==> config.mk <==
export PLATFORM = sky130hd
export DESIGN_NAME = gbus_row_arb
export DESIGN_NICKNAME = d
export VERILOG_FILES = /design/src/rtl/gbus_row_arb_pkg.sv /design/src/rtl/gbus_row_arb_trk_fifo.sv /design/src/rtl/gbus_row_arb.sv
export SDC_FILE = /design/constraint.sdc
export NUM_CORES = 1
export LEC_CHECK = 0
export BUFFER_PORTS_ARGS = -buffer_cell sky130_fd_sc_hd__buf_2
export CAP_MARGIN = 5
export CORE_AREA = 2 2 154 156
export CTS_BUF_LIST = sky130_fd_sc_hd__clkbuf_8
export CTS_CLUSTER_SIZE = 14
export DETAILED_ROUTE_END_ITERATION = 12
export DIE_AREA = 0 0 156 158
export GPL_ROUTABILITY_DRIVEN = 0
export PLACE_DENSITY = 0.71
export SLEW_MARGIN = 30
export SYNTH_ARGS = -nofsm -noshare
export SYNTH_HDL_FRONTEND = slang
export SYNTH_SLANG_ARGS = --single-unit
export TNS_END_PERCENT = 5
==> constraint.sdc <==
create_clock -name clk -period 7.85 [get_ports clk]
set_input_delay 0.785 -clock clk [delete_from_list [all_inputs] [get_ports clk]]
set_output_delay 0.785 -clock clk [all_outputs]
set_load 0.005 [all_outputs]
==> src/rtl/gbus_row_arb_pkg.sv <==
// Shared definitions for the head-row gbus arbiter.
//   VNUM / GBUS_ADDR / GBUS_DATA : default row geometry (cores per row, bus widths)
//   req_id_e                     : requester identity, also the tracker payload
//   arb_state_e                  : arbitration FSM states
package gbus_row_arb_pkg;

  localparam int VNUM      = 8;
  localparam int GBUS_ADDR = 12;
  localparam int GBUS_DATA = 64;

  typedef enum logic {
    REQ_CHIP = 1'b0,  // chip interface
    REQ_VEC  = 1'b1   // vector engine
  } req_id_e;

  typedef enum logic [1:0] {
    ST_IDLE  = 2'd0,
    ST_LOCK0 = 2'd1,
    ST_LOCK1 = 2'd2
  } arb_state_e;

  function automatic req_id_e other_req(input req_id_e id);
    return (id == REQ_CHIP) ? REQ_VEC : REQ_CHIP;
  endfunction

endpackage

==> src/rtl/gbus_row_arb_trk_fifo.sv <==
// gbus_trk_fifo: in-order tracker of outstanding read requester IDs.
//   clk, rst          : clock, synchronous active-high reset (empties the FIFO)
//   i_push / i_data   : enqueue one entry
//   i_pop             : dequeue the head (ignored while empty)
//   o_data            : current head entry (show-ahead)
//   o_full / o_empty  : level flags
// A push while full is taken when a pop happens in the same cycle.
module gbus_trk_fifo #(
  parameter int DEPTH = 4,
  parameter int WIDTH = 1
) (
  input  logic             clk,
  input  logic             rst,
  input  logic             i_push,
  input  logic [WIDTH-1:0] i_data,
  input  logic             i_pop,
  output logic [WIDTH-1:0] o_data,
  output logic             o_full,
  output logic             o_empty
);

  localparam int PW   = (DEPTH > 1) ? $clog2(DEPTH) : 1;
  localparam int CNTW = $clog2(DEPTH + 1);

  logic [WIDTH-1:0] r_mem [DEPTH];
  logic [PW-1:0]    r_wr_ptr;
  logic [PW-1:0]    r_rd_ptr;
  logic [CNTW-1:0]  r_count;
  logic             w_do_push;
  logic             w_do_pop;

  function automatic logic [PW-1:0] ptr_inc(input logic [PW-1:0] p);
    return (p == PW'(DEPTH - 1)) ? '0 : p + PW'(1);
  endfunction

  assign o_empty   = (r_count == '0);
  assign o_full    = (r_count == CNTW'(DEPTH));
  assign w_do_pop  = i_pop && !o_empty;
  assign w_do_push = i_push && (!o_full || w_do_pop);
  assign o_data    = r_mem[r_rd_ptr];

  always_ff @(posedge clk) begin
    if (w_do_push) r_mem[r_wr_ptr] <= i_data;
  end

  always_ff @(posedge clk) begin
    if (rst) begin
      r_wr_ptr <= '0;
      r_rd_ptr <= '0;
      r_count  <= '0;
    end else begin
      if (w_do_push) r_wr_ptr <= ptr_inc(r_wr_ptr);
      if (w_do_pop)  r_rd_ptr <= ptr_inc(r_rd_ptr);
      case ({w_do_push, w_do_pop})
        2'b10:   r_count <= r_count + CNTW'(1);
        2'b01:   r_count <= r_count - CNTW'(1);
        default: r_count <= r_count;
      endcase
    end
  end

endmodule

==> src/rtl/gbus_row_arb.sv <==
// gbus_row_arb: arbitrates two requesters (chip interface, vector engine)
// onto one head-row gbus and routes read responses back in order.
//   clk, rst                     : clock, synchronous active-high reset
//   req_valid/ready/we/lock      : per-requester handshake and command
//   req_core/addr/wdata          : per-requester packed target and payload
//   rsp_valid, rsp_data          : read response, one-hot to the requester
//   gbus_addr/wen/ren/wdata      : registered row bus (1-cycle latency)
//   gbus_rdata, gbus_rvalid      : row read return
//   err_orphan                   : sticky, read data with nothing outstanding
module gbus_row_arb
  import gbus_row_arb_pkg::*;
#(
  parameter int VNUM      = gbus_row_arb_pkg::VNUM,
  parameter int GBUS_ADDR = gbus_row_arb_pkg::GBUS_ADDR,
  parameter int GBUS_DATA = gbus_row_arb_pkg::GBUS_DATA,
  parameter int TRK_DEPTH = 4,
  parameter int MAX_BURST = 16
) (
  input  logic                         clk,
  input  logic                         rst,
  input  logic [1:0]                   req_valid,
  output logic [1:0]                   req_ready,
  input  logic [1:0]                   req_we,
  input  logic [1:0]                   req_lock,
  input  logic [2*$clog2(VNUM)-1:0]    req_core,
  input  logic [2*GBUS_ADDR-1:0]       req_addr,
  input  logic [2*GBUS_DATA-1:0]       req_wdata,
  output logic [1:0]                   rsp_valid,
  output logic [GBUS_DATA-1:0]         rsp_data,
  output logic [GBUS_ADDR-1:0]         gbus_addr,
  output logic [VNUM-1:0]              gbus_wen,
  output logic [VNUM-1:0]              gbus_ren,
  output logic [GBUS_DATA-1:0]         gbus_wdata,
  input  logic [GBUS_DATA-1:0]         gbus_rdata,
  input  logic [VNUM-1:0]              gbus_rvalid,
  output logic                         err_orphan
);

  localparam int CW = $clog2(VNUM);
  localparam int BW = $clog2(MAX_BURST + 1);

  arb_state_e             r_state, w_state_next;
  req_id_e                r_prio, w_prio_next;   // winner of the next conflict
  logic [BW-1:0]          r_burst, w_burst_next; // grants in this lock beyond the opening one
  logic                   w_locked, w_expire, w_any;
  req_id_e                w_owner, w_pri, w_gid;
  logic [1:0]             w_can, w_grant;
  logic [CW-1:0]          w_core;
  logic [VNUM-1:0]        w_core_hot;
  logic                   w_trk_full, w_trk_empty;
  logic [0:0]             w_trk_head;
  logic                   w_any_rvalid;

  logic [GBUS_ADDR-1:0]   r_gbus_addr;
  logic [GBUS_DATA-1:0]   r_gbus_wdata, r_rsp_data;
  logic [VNUM-1:0]        r_gbus_wen, r_gbus_ren;
  logic [1:0]             r_rsp_valid;
  logic                   r_err_orphan;

  assign w_locked     = (r_state != ST_IDLE);
  assign w_owner      = (r_state == ST_LOCK1) ? REQ_VEC : REQ_CHIP;
  assign w_any_rvalid = |gbus_rvalid;

  // Reads are refused while the tracker is full; writes never stall.
  assign w_can[0] = req_valid[0] && (req_we[0] || !w_trk_full);
  assign w_can[1] = req_valid[1] && (req_we[1] || !w_trk_full);

  always_comb begin
    w_state_next = r_state;
    w_prio_next  = r_prio;
    w_burst_next = r_burst;
    w_any        = 1'b0;
    w_gid        = REQ_CHIP;
    // A full-length burst yields as soon as the other side is waiting;
    // that cycle is arbitrated as if idle with the other side first.
    w_expire = w_locked && (r_burst >= BW'(MAX_BURST - 1)) && req_valid[other_req(w_owner)];
    w_pri    = w_expire ? other_req(w_owner) : r_prio;

    if (!w_locked || w_expire) begin
      w_prio_next  = w_pri;
      w_state_next = ST_IDLE;
      if (w_can[w_pri]) begin
        w_gid = w_pri;
        w_any = 1'b1;
      end else if (w_can[other_req(w_pri)]) begin
        w_gid = other_req(w_pri);
        w_any = 1'b1;
      end
      if (w_any) begin
        w_prio_next = other_req(w_gid);
        if (req_lock[w_gid]) w_state_next = (w_gid == REQ_VEC) ? ST_LOCK1 : ST_LOCK0;
      end
    end else begin
      if (w_can[w_owner]) begin
        w_gid       = w_owner;
        w_any       = 1'b1;
        w_prio_next = other_req(w_owner);
        if (!req_lock[w_owner]) w_state_next = ST_IDLE;
      end else if (!req_valid[w_owner] && !req_lock[w_owner]) begin
        w_state_next = ST_IDLE;
      end
    end

    // Expiry that immediately re-locks the same owner still restarts the count.
    if ((w_state_next != r_state) || w_expire) begin
      w_burst_next = '0;
    end else if (w_locked && w_any && (r_burst < BW'(MAX_BURST - 1))) begin
      w_burst_next = r_burst + BW'(1);
    end
  end

  always_comb begin
    w_grant        = 2'b00;
    w_grant[w_gid] = w_any;
  end

  assign req_ready = rst ? 2'b00 : w_grant;

  assign w_core = req_core[int'(w_gid)*CW +: CW];

  // Out-of-range columns are still accepted but select no core.
  always_comb begin
    w_core_hot = '0;
    if (int'(w_core) < VNUM) w_core_hot[w_core] = 1'b1;
  end

  gbus_trk_fifo #(
    .DEPTH (TRK_DEPTH),
    .WIDTH (1)
  ) u_trk (
    .clk     (clk),
    .rst     (rst),
    .i_push  (w_any && !req_we[w_gid]),
    .i_data  (w_gid),
    .i_pop   (w_any_rvalid),
    .o_data  (w_trk_head),
    .o_full  (w_trk_full),
    .o_empty (w_trk_empty)
  );

  always_ff @(posedge clk) begin
    if (rst) begin
      r_state <= ST_IDLE;
      r_prio  <= REQ_CHIP;
      r_burst <= '0;
    end else begin
      r_state <= w_state_next;
      r_prio  <= w_prio_next;
      r_burst <= w_burst_next;
    end
  end

  always_ff @(posedge clk) begin
    if (rst) begin
      r_gbus_addr  <= '0;
      r_gbus_wdata <= '0;
      r_gbus_wen   <= '0;
      r_gbus_ren   <= '0;
      r_rsp_data   <= '0;
      r_rsp_valid  <= '0;
      r_err_orphan <= 1'b0;
    end else begin
      r_gbus_wen  <= '0;
      r_gbus_ren  <= '0;
      r_rsp_valid <= '0;
      if (w_any) begin
        r_gbus_addr  <= req_addr[int'(w_gid)*GBUS_ADDR +: GBUS_ADDR];
        r_gbus_wdata <= req_wdata[int'(w_gid)*GBUS_DATA +: GBUS_DATA];
        if (req_we[w_gid]) r_gbus_wen <= w_core_hot;
        else               r_gbus_ren <= w_core_hot;
      end
      if (w_any_rvalid) begin
        r_rsp_data <= gbus_rdata;
        if (w_trk_empty) r_err_orphan <= 1'b1;
        else             r_rsp_valid[w_trk_head] <= 1'b1;
      end
    end
  end

  assign gbus_addr  = r_gbus_addr;
  assign gbus_wdata = r_gbus_wdata;
  assign gbus_wen   = r_gbus_wen;
  assign gbus_ren   = r_gbus_ren;
  assign rsp_data   = r_rsp_data;
  assign rsp_valid  = r_rsp_valid;
  assign err_orphan = r_err_orphan;

endmodule
[Yosys cells after proc, flatten, opt, wreduce, memory -nomap -nowiden]
Memories as Yosys holds them, arrays and structs flattened. A register that Yosys moved wholly into a read port is not among the register bits.
Cells that the tools add are included.
Storage, ports and cells
  flip-flop bits (word level): 174
  bits in latches: 0
  RAM bits: 4
  memory bits (read-only): 0
  memories: 1
Memories
  u_trk.r_mem: depth 4, bits a word 1, rd ports 1, clocked after Yosys merged registers in 1, write ports 1, RTL line gbus_row_arb_trk_fifo.sv:25  | logic [WIDTH-1:0] r_mem [DEPTH];
Cells by class
  add/sub/neg operators: 5
  multipliers: 2
  div/mod/pow operators: 0
  $lt $le $gt $ge: 13
  equal/unequal tests: 7
  shifts and indexed selects: 3
  multiplexer cells: 55
  bitwise gates (word level): 4
  reduce and logical (&&, ||, !) cells: 34
Operators by type and width (number)
  $shiftx A128 B8 Y64: 1
  $mux W1: 39
  $mux W2: 12
  $shiftx A24 B6 Y12: 1
  $lt A1 B2 Y1 const B: 7
  $logic_and A1 B1 Y1: 13
  $reduce_or A3 Y1: 3
  $eq A2 B2 Y1 const B: 4
  $reduce_or A8 Y1: 1
  $logic_not A1 Y1: 6
  $mul A1 B2 Y3 const B: 2
  $pmux W3 S2: 1
  $reduce_bool A2 Y1: 3
  $shiftx A6 B4 Y3: 1
  $add A5 B1 Y5 const B: 1
  $ge A5 B4 Y1 const B: 1
  $logic_or A1 B1 Y1: 5
  $lt A5 B4 Y1 const B: 1
  $add A2 B1 Y2 const B: 2
  $lt A3 B4 Y1 const B: 1
  $add A3 B1 Y3 const B: 1
  $demux W1 S3: 1
  $eq A3 B3 Y1 const B: 1
  $ge A3 B1 Y1 const B: 1
  other kinds (10): 14

[Depth between registers and ports, before layout]
Gate-level depths: netlist (run 1).
  word-level depth: 21
  gate-level depth with buffers: 16
  depth with buffers taken out: 15

[Hierarchy]
Synthesis (run 1) repeated with hierarchy kept, for this count alone.
Unflattened totals
  cells, all modules: 864
  area, all modules: 7627.3 µm²
By module, submodules not included
  gbus_row_arb: times used 1, cells each 794, area an instance 6907.9 µm², sequential area each 3343.2 µm²
  gbus_trk_fifo: times used 1, cells each 70, area an instance 719.4 µm², sequential area each 300.3 µm²

[Least setup slack after synthesis (run 1)]
OpenSTA, ideal clock, no wires.
  kind: reg-to-reg
  from: register r_burst[0]
  to: register u_trk.r_count[2]
  setup time: 0.070 ns
  data arrival time: 3.058 ns
  data required time: 7.780 ns
  slack: 4.721 ns
  stages on the path, launching flop included: 17
  path buffers: 1
  period minus slack after synthesis: 3.129 ns
  cell sequence: dfxtp_1 -> ha_1 -> and3_1 -> ha_1 -> nor2_1 -> and3_1 -> o41ai_2 -> buf_2 -> o21a_1 -> nor3_1 -> inv_1 -> ha_1 -> inv_1 -> fa_1 -> xor2_1 -> or3_1 -> a21oi_1
On the way
  word-level cells in the longest chain between the ends: 17
RTL lines
  start, declared: RTL line gbus_row_arb.sv:44  | logic [BW-1:0] r_burst, w_burst_next;
  start signal, assigned: RTL line gbus_row_arb.sv:149  | r_burst <= w_burst_next;
  $ge A5 B4 Y1 (*): RTL line gbus_row_arb.sv:76  | w_expire = w_locked && (r_burst >= BW'(MAX_BURST - 1)) && req_valid[other_req(w_owner)];
  $logic_and A1 B1 Y1 (*) (2 in a row): RTL line gbus_row_arb.sv:76
  $mux W1: RTL line gbus_row_arb.sv:77  | w_pri = w_expire ? other_req(w_owner) : r_prio;
  $mux W1 (not written as such) (2 in a row): RTL line gbus_row_arb.sv:85  | end else if (w_can[other_req(w_pri)]) begin
  $mux W1: RTL line gbus_row_arb.sv:85
  $mux W1: RTL line gbus_row_arb.sv:82  | if (w_can[w_pri]) begin
  $mux W1 (2 in a row): RTL line gbus_row_arb.sv:79  | if (!w_locked || w_expire) begin
  $mux W1 (not written as such) (2 in a row): RTL line gbus_row_arb.sv:133  | .i_push (w_any && !req_we[w_gid]),
  $logic_not A1 Y1: RTL line gbus_row_arb.sv:133
  $logic_and A1 B1 Y1 (*): RTL line gbus_row_arb.sv:133
  $logic_and A1 B1 Y1 (*): RTL line gbus_row_arb_trk_fifo.sv:39  | assign w_do_push = i_push && (!o_full || w_do_pop);
  $eq A2 B1 Y1 or $eq A2 B2 Y1 (tied branches): RTL line gbus_row_arb_trk_fifo.sv:54  | case ({w_do_push, w_do_pop})
  $pmux W3 S2 or $reduce_bool A2 Y1 (tied branches)
  end signal, assigned: RTL line gbus_row_arb_trk_fifo.sv:55  | 2'b10: r_count <= r_count + CNTW'(1);
  end signal, assigned: RTL line gbus_row_arb_trk_fifo.sv:56  | 2'b01: r_count <= r_count - CNTW'(1);
  end signal, assigned: RTL line gbus_row_arb_trk_fifo.sv:57  | default: r_count <= r_count;
  end, declared: RTL line gbus_row_arb_trk_fifo.sv:28  | logic [CNTW-1:0] r_count;
Mark *: on every way between the ends. The rest lies on a longest branch, timed or not. The select of a mux whose other input is x is not followed.
A chain may end at the register's enable or synchronous reset.

[Worst setup path after layout (run 1)]
  from: register r_burst[0]
  to: output req_ready[0]
On the way
  word-level cells in the longest chain between the ends: 16
RTL lines
  $ge A5 B4 Y1 (*): RTL line gbus_row_arb.sv:76
  $logic_and A1 B1 Y1 (*) (2 in a row): RTL line gbus_row_arb.sv:76
  $mux W1: RTL line gbus_row_arb.sv:77
  $mux W1 (not written as such) (2 in a row): RTL line gbus_row_arb.sv:85
  $mux W1: RTL line gbus_row_arb.sv:85
  $mux W1: RTL line gbus_row_arb.sv:82
  $mux W1: RTL line gbus_row_arb.sv:79
  $mux W1 (*): RTL line gbus_row_arb.sv:79
  net u_trk.i_data: RTL line gbus_row_arb_trk_fifo.sv:15  | input logic [WIDTH-1:0] i_data,
  $lt A1 B2 Y1 (not written as such) or $ge A1 B1 Y1 (tied branches): RTL line gbus_row_arb.sv:114  | w_grant[w_gid] = w_any;
  $logic_and A1 B1 Y1 (not written as such): RTL line gbus_row_arb.sv:114
  $mux W1 (not written as such): RTL line gbus_row_arb.sv:114
  $demux W1 S1 (*): RTL line gbus_row_arb.sv:114
  $and A2 B2 Y2 (no line) (*)
  $mux W2 (*): RTL line gbus_row_arb.sv:117  | assign req_ready = rst ? 2'b00 : w_grant;
  end, declared: RTL line gbus_row_arb.sv:22  | output logic [1:0] req_ready,
Mark *: on every way through the listed nets, which the timed path passes. The rest lies on a longest branch. The select of a mux whose other input is x is not followed.

==> results of run 1 <==
stage by stage:
step / utilization / hold slack, ns / area [um^2] / instances / power [mW]
6_report: 0.434 / 0.451 / 10000 / 1516 / 2.27
5_1_grt: 0.434 / 0.464 / 10000 / 1516 / 2.41
4_1_cts: 0.434 / 0.454 / 10000 / 1512 / 2.30
3_5_place_dp: 0.419 / 0.441 / 9650 / 1480 / 1.70
3_3_place_gp: 0.417 / 0.435 / 9620 / 1479 / 1.68
2_1_floorplan: - / 0.448 / 7510 / 848 / 1.48
power breakdown:
part	total, mW	internal, mW	switching (mW)
Combinational	0.596	0.272	0.324
Clock	0.588	0.228	0.360
Sequential	1.08	1.02	0.0601
Total	2.27	1.52	0.744
path summary, 6_finish.rpt:
| kind | from | to | slack, ns | depth (start not counted) |
|---|---|---|---|---|
| setup / recovery | r_burst[0] | req_ready[0] | 3.35 | 10 |
| hold / removal | rsp_data[49] | rsp_data[49] | 0.45 | 2 |
| setup reg to reg | r_burst[0] | gbus_wdata[20] | 3.80 | 10 |
| hold reg to reg | rsp_data[49] | rsp_data[49] | 0.45 | 2 |
layer usage:
metal	vias up	GRT usage	share of wire	wire length [um]
li1	3680	-	-	-
met4	2	0.0594	0.018	404
met1	3282	0.193	0.40	9120
met5	-	0	0.00044	10
met2	287	0.291	0.49	11000
met3	25	0.0630	0.093	2100
Yosys cell counts (all sizes together), types with 5 or more instances:
cell	number
a211oi	77
a21oi	76
and2	8
buf	24
clkbuf	38
dfxtp	176
ha	8
inv	14
mux2i	79
nand2	139
nand4	6
nor2	111
nor2b	5
nor3	12
nor4	10
o21ai	8
flip-flops by register name, summed over array words and instances, names as in the netlist, 2 cells and up, named ones only:
name,cells
u_trk.r_count,3
r_burst,5
gbus_wdata,64
gbus_addr,12
u_trk.r_wr_ptr,2
rsp_data,64
gbus_wen,8
u_trk.r_rd_ptr,2
u_trk.r_mem,4
gbus_ren,8
rsp_valid,2
r_state,2
final cells by class:
class	instances	area, um^2	share of cell area
flip-flops and latches	180	3640	0.364
multi-input cells	592	3530	0.352
repair buffers	404	2060	0.206
well taps	290	363	0.0362
clock buffers	17	234	0.0234
clock inverters	15	121	0.0121
inverters	14	52.6	0.00525
diodes	4	10.0	0.00100
cells by family (layout without fill, tap and decap cells):
group | after synthesis | in the layout | share of synthesized area
XOR/XNOR | 4 | 4 | 0.00466
AND/OR/NAND/NOR | 313 | 313 | 0.178
adder cells (fa/ha/maj) | 9 | 9 | 0.0160
other | 0 | 4 | 0
multiplexers | 80 | 80 | 0.108
AO/OA/AOI/OAI | 186 | 186 | 0.161
flip-flops | 180 | 180 | 0.485
buffers and inverters | 76 | 450 | 0.0471
cells in the final DEF, fill, tap and decap left out, drive strengths merged, types with 2 or more instances in the layout:
cell type	count
a211oi	77
a21oi	76
a31oi	2
a41oi	4
and2	8
and3	3
and4	2
buf	404
clkbuf	17
clkinv	2
clkinvlp	3
dfxtp	176
diode	4
edfxtp	4
ha	8
inv	24
mux2i	79
nand2	139
nand2b	2
nand3	3
nand4	6
nor2	111
nor2b	5
nor3	12
nor3b	2
nor4	10
o21a	4
o21ai	8
o31a	2
o31ai	2
o41ai	2
or2	3
or3	3
or3b	2
xor2	4
worst max-delay path, delay by kind of cell, from the launching register on:
kind                     cells  cell delay [ns]
AND/OR/NAND/NOR              5             1.33
AO/OA/AOI/OAI                1             0.79
flip-flops                   1             0.43
buffers and inverters        2             0.41
adder cells (fa/ha/maj)      2             0.32
==> results, run 1 <==
- Summed over all instances, the cell type with the most area after synthesis is dfxtp_1.
- The hold violation total from the final report is 0.
- Hold repair after CTS inserted 0 buffers.
- For the worst setup path, the data required time is 7.07 ns.
- The synthesized flop and latch total is 180.
- The maximum vdd ir drop is 0.0000902 V.
- Power spread over the standard cell area amounts to 226 nW/um^2.
- The post-CTS clock slew at the launch and capture registers of the worst setup and hold paths is 0.09 ns.
- The synthesized netlist net count is 1095.
- In the synthesized netlist the dominant register cell turns out to be dfxtp_1.
- The min-delay analysis places its worst path in the category register to register.
- Across the run, the number of max-cap violations was 0.
- Clock skew on the completed layout was measured at 0.0275 ns.
- Of the post-synthesis cell area, the dominant cell type holds 0.469.
- Summed over all layers, the routed wires come to 22600 um.
- Using the TritonRoute via totals, the vias-per-cell ratio works out to 4.80.
- The leakage power is 5.12 nW.
- Buffers added to address setup during post-CTS repair amount to 0.
- 399 I/O pins were placed.
- Walking the worst path, the cells encountered are ha_1, and3_1, ha_1, nor2_1, and3_1, o41ai_2, or2_4, inv_1, nor3_1, buf_2.
- The clock latency on the worst-skew pair is 0.45 ns.
- Setup violations remaining at the end of the flow were counted as 0.
- The period utilization is 0.574.
- Counting along the longest clock path gives a buffer depth of 2.
- The synthesized netlist occupies a cell area of 7510 um^2.
- The maximum fanout along the worst path is 29.
- The core region is 23100 um^2.
- The row count is 56.
- The effective utilization at floorplan is 0.326.
- The root buffer cell chosen for the clock tree is clkbuf_8.
- The number of levels in the clock H-tree is 4.
- Setup repair after global routing left no endpoint under its margin.
- Yosys attributes the largest share of cell area to dfxtp_1 47%, mux2i_1 11%, a211oi_1 7.7%, nand2_1 6.9%, nor2_1 5.5%.
- The sort of element at the end of the critical path is an output pin.
- Prior to clock tree synthesis, the placed netlist has a worst setup slack of 3.75 ns.
- The initial antenna violation count is 5.
- Once detail routing completed, the nets flagged for antenna violations numbered 0.
- The initial DRC count is 394.
- The final sum of negative setup slack is 0 ns.
- The area of the die is 24600 um^2.
- In the final layout, the share of cells above drive strength 1 is 0.365.
- The element type at the critical path start is a register.
- The arrival time at the worst endpoint is 3.72 ns.
- The Yosys step of the flow raised 0 warnings.
- In this run the mean area of a mapped cell was 8.86 um^2.
- The number of enable flip-flop cells after synthesis is 4.
- The total overflow left after global routing is 0.
- The count of pins over their slew limit is 0.
- The overall die height is 158 um.
- For this run, the post-layout net count is 1456.
- The count of filler cells inserted in the layout is 2292.
- The highest clock rate is 0.222 GHz.
- The via count of the first global-routing pass was 6659.
- The count of cells resized by post-cts repair is 0.
- The detailed-route DRC error count is 0.
- The share of the Yosys chip area taken by registers is 0.485.
- For this run, the slowest stage of the critical path takes 0.79 ns.
- The worst pin sits at a relative slew slack of 0.339.
- The post-route worst setup slack is 3.35 ns.
- After layout, the minimum clock period comes to 4.50 ns.
- The slowest stage of the critical path is the o41ai_2 cell.
- The growth of design area from synthesis to finish is 33.3%.
- The clock tree from TritonCTS is done.
- The first global-routing pass estimated 33200 um of wire.
- The clock sink total is 180.
- The post-detailed-placement half-perimeter wirelength is 16800 um.
- The critical path in this run is classified as register to output pin.
- For this block, the via count after detailed routing is 7276.
- For this run, the total global-route usage over all layers was measured as 0.169.
- The flow ran to the end, and the final reports show no timing, DRC or antenna violations.
- The number of unique standard cell types used by synthesis is 53.
- The slew at the pin with the worst max-slew slack is 0.992 ns.
- The async set-reset flop share out of synthesis is 0.
- Entering global routing, the biggest net connects 101 pins.
- The routed length per instance is 14.9 um.
- The first-pass iteration count of the detailed router is 4.
- The count of mapped cells out of synthesis is 848.
- The count of input and output buffers is 398.
- The x dimension of the die is 156 um.
- The number of CTS-inserted buffers is 17.
(Power assumes the default switching activity.)
==> run 2, diff against run 1 <==
ABC_AREA = 1   (was unset)
CORE_AREA = 2 2 157 159   (was 2 2 154 156)
DIE_AREA = 0 0 159 161   (was 0 0 156 158)
clock period = 4.1 ns   (was 7.85 ns; I/O delays follow)
==> results, run 2 <==
- The post-CTS clock slew at the launch and capture registers of the worst setup and hold paths came to 0.13 ns (+0.04 ns).
- The first-pass iteration count of the detailed router came to 4 (unchanged).
- The number of primary I/O pins is 399 (unchanged).
- The share of power burned in the clock network is 0.271 (+0.012).
- Walking the worst path, the cells encountered are ha_1, nand2_1, nor2_1, ha_1, inv_1, nand3_1, nand2_2, nand2_1, nand2_1, nand3_1, nand2_4, clkinv_2, nor3_1, buf_2.
- Setup repair after global routing left no endpoint under its margin.
- In the post-synthesis netlist, the biggest area contributors are dfxtp_1 48%, nand2_1 11%, o21ai_0 10%, nor2_1 9.2%, a31oi_1 6.5%.
- The post-synthesis area per instance came to 7.53 um^2 (-15%).
- The clock tree from TritonCTS is done.
- The power share of the combinational group came to 0.260 (-0.003).
- The overall die height is 161 um (+1.9%).
- The maximum vdd ir drop is 0.000206 V (+130%).
- The async set-reset flop share out of synthesis is 0 (unchanged).
- The top cell type's share of synthesized area is 0.480 (+0.0107).
- The post-detailed-placement half-perimeter wirelength was 17200 um (+2.4%).
- The number of levels in the clock H-tree is 4 (unchanged).
- The maximum fanout along the worst path was 29 (unchanged).
- The leakage power came to 4.93 nW (-3.8%).
- The slowest stage of the critical path belongs to the cell clkinv_2.
- The worst setup path is of the register to output pin kind.
- The area of the mapped netlist was 7350 um^2 (-2.2%).
- The total global routing overflow was 0 (unchanged).
- The worst setup path is launched from a register.
- The final sum of negative setup slack is 0 ns (unchanged).
- The number of antenna cells inserted is 0 (-4).
- The power density over cell area is 453 nW/um^2 (+100%).
- The slew at the pin with the worst max-slew slack is 0.758 ns (-0.234 ns).
- Ranked by instance count, the synthesized netlist is headed by 212 x nand2_1, 180 x nor2_1, 176 x dfxtp_1.
- The most numerous cell type found on the critical path is nand2_1.
- In this run the critical register-to-register path is captured at u_trk.r_count[2].
- The total via count in the routed design came to 7840 (+7.8%).
- The leading area contributor after synthesis is dfxtp_1.
- The net total in the final layout came to 1580 (+8.5%).
- The worst min-delay path category is input port to register.
- The switching power total was 1.57 mW (+110%).
- The ratio of cells with drive above 1 in the final layout is 0.340 (-0.0255).
- The count of cells along the worst hold path is 3 (+1).
- The number of warning messages in the yosys log is 0 (unchanged).
- The count of cells resized by post-cts repair came to 0 (unchanged).
- The number of CTS-inserted buffers came to 17 (unchanged).
- The final setup violation count was 0 (unchanged).
- The proportion of synthesized chip area in sequential cells was 0.496 (+0.0111).
- The effective utilization at floorplan is 0.307 (-0.0194).
- The slack of the worst reg-to-reg path is 0.77 ns (-3.03 ns).
- The required time at the endpoint of the critical path is 3.69 ns (-3.38 ns).
- The internal portion of total power is 2.91 mW (+91%).
- The clock latency on the worst-skew pair is 0.46 ns (about the same).
- The post-route worst setup slack is 0.617 ns (-2.73 ns).
- The part of the total power dissipated in sequential elements is 0.469 (-0.009).
- The synthesized netlist net count is 1222 (+12%).
- The synthesized flop and latch total is 180 (unchanged).
- The cell count after placement is 1638 (+11%).
- The net switching fraction of the power is 0.351 (+0.0233).
- The vias per cell came to 4.69 (-2.2%).
- The worst setup path is captured at an output pin.
- The arrival time at the worst endpoint is 3.07 ns (-0.65 ns).
- The count of input and output buffers came to 398 (unchanged).
- The period utilization is 0.849.
- In the layout the commonest cells are 398 x buf_2, 212 x nand2_1, 180 x nor2_1, 176 x dfxtp_1, 149 x o21ai_0.
- The hold path startpoint is gbus_rdata[25].
- The number of stages on the worst setup path came to 14 (+4).
- The row count was 57 (+1.8%).
- The pin count of the biggest net entering global routing was 159 (+57%).
- The worst path in the final design needs a cycle of 3.48 ns, including I/O delays and setup.
- The worst-case headroom to the max-slew limit is 0.495 (+0.156).
- The routed length per instance is 14.4 um (-3.5%).
- The routed wire length is 24000 um (+6.3%).
- The via count of the first global-routing pass is 7394 (+11%).
- The worst clock skew is 0.0342 ns (+0.00662 ns).
- The clock sink total was 180 (unchanged).
- The number of unique standard cell types used by synthesis is 32 (-40%).
- The growth of design area from synthesis to finish is 34.7%.
- The endpoint with the worst hold slack is rsp_data[25].
- The maximum buffer depth of the clock tree is 2 (unchanged).
- The pre-CTS setup slack is 0.772 ns (-2.97 ns).
- The count of mapped cells out of synthesis is 975 (+15%).
- The number of enable flip-flop cells after synthesis is 4 (unchanged).
- The initial DRC count is 515 (+31%).
- The most common cell after layout, fill and taps aside is buf_2.
- The hold violation total from the final report is 0 (unchanged).
- Timing would allow up to 0.287 GHz.
- The most used flip-flop cell after synthesis is dfxtp_1.
- The detailed-route DRC error count is 0 (unchanged).
- The count of buffers added by post-CTS timing repair for setup is 0 (unchanged).
- The number of antenna-violating nets in the routed design came to 0 (unchanged).
- The worst register-to-register path begins at r_burst[0].
- The global-route wire length before repair came to 37900 um (+14%).
- The placeable core region is 24000 um^2 (+4.0%).
- The flow ran to the end, and the final reports show no timing, DRC or antenna violations.
- The count of hold-fix buffers inserted at cts came to 0 (unchanged).
- The x dimension of the die is 159 um (+1.9%).
- The count of pins over their slew limit is 0 (unchanged).
- The final instance count without filler cells is 1670 (+10%).
- The buffers plus inverters on the worst setup path is 3 (+1).
- The kind of cell adding the most delay to the critical path is simple AND/OR/NAND/NOR gates.
- The initial antenna violation count is 0 (-5).
- The area of the die was 25600 um^2 (+3.9%).
- The total track usage came to 0.181 (+0.0120).
- The cell with the most instances after synthesis is nand2_1.
- The number of cells on the worst reg-to-reg path came to 20 (+10).
- The number of maximum-capacitance constraint violations is 0 (unchanged).
- The clock root buffer is clkbuf_8.
- The delay contributed by the slowest stage of the critical path is 0.46 ns (-0.33 ns).
## run 2: cell types whose count changed after synthesis, moves of 9 or more
cell	change
buf_4	+14
a31oi_1	+74
nor3_1	-9
a21oi_1	-65
mux2i_1	-79
nand3_1	+15
nor2_1	+69
a211oi_1	-77
o21ai_0	+143
nand2_1	+73
inv_1	+26
## run 2: cell families (layout without fill, tap and decap cells)
family                     Yosys count  in the layout  synth area share
and+or+nand+nor                    433            433             0.236
AOI/OAI and AO/OA                  243            243             0.183
DFF                                180            180             0.496
buffers and inverters              109            480            0.0676
adders and majority gates            9              9            0.0164
xor gates and xnor gates             1              1           0.00119
## run 2: metal layers
metal / up-vias / wire, um / track usage
li1: 3948 / - / -
met2: 282 / 11500 / 0.303
met4: 0 / 762 / 0.0806
met1: 3563 / 10300 / 0.223
met3: 47 / 1470 / 0.0419
met5: - / 0 / 0
## run 2: layout make-up
type	instances	area, um^2
fill	2535	14100
sequential	180	3640
multi-input combinational	686	3210
timing repair buffer	404	2070
tap	324	405
clock buffer	17	234
inverter	44	168
clock inverter	15	165
## run 2: worst reg2reg max path: cells and delay by family (launching register included)
kind | cells | cell delay [ns]
DFF | 1 | 0.36
and+or+nand+nor | 10 | 1.32
buffers and inverters | 2 | 0.12
AOI/OAI and AO/OA | 4 | 0.51
adders and majority gates | 4 | 0.93
## run 2: how the worst max path moves through the flow
| stage | endpoint | from |
|---|---|---|
| after floorplan | u_trk.r_count[2] | r_burst[0] |
| after global placement | u_trk.r_count[2] | r_burst[0] |
| after detailed placement | u_trk.r_count[2] | r_burst[0] |
| after CTS | req_ready[0] | r_burst[0] |
| after global routing | req_ready[0] | r_burst[0] |
| final | req_ready[0] | r_burst[0] |
## run 2: power groups by stage
stage / clock network (mW) / logic [mW] / registers [mW]
after floorplan: 0 / 0.705 / 2.14
after global placement: 0 / 1.14 / 2.14
after detailed placement: 0 / 1.17 / 2.14
after CTS: 1.25 / 1.17 / 2.10
after global routing: 1.33 / 1.33 / 2.13
final: 1.21 / 1.16 / 2.10
## run 2: stage by stage
step                      instance area (um^2)  total power, mW  hold slack (ns)  utilization
final                                     9900             4.48            0.165        0.413
after global routing                      9900             4.78            0.135        0.413
after CTS                                 9900             4.53            0.119        0.413
after detailed placement                  9500             3.31            0.453        0.396
after global placement                    9500             3.28            0.447        0.396
after floorplan                           7350             2.85            0.460            -
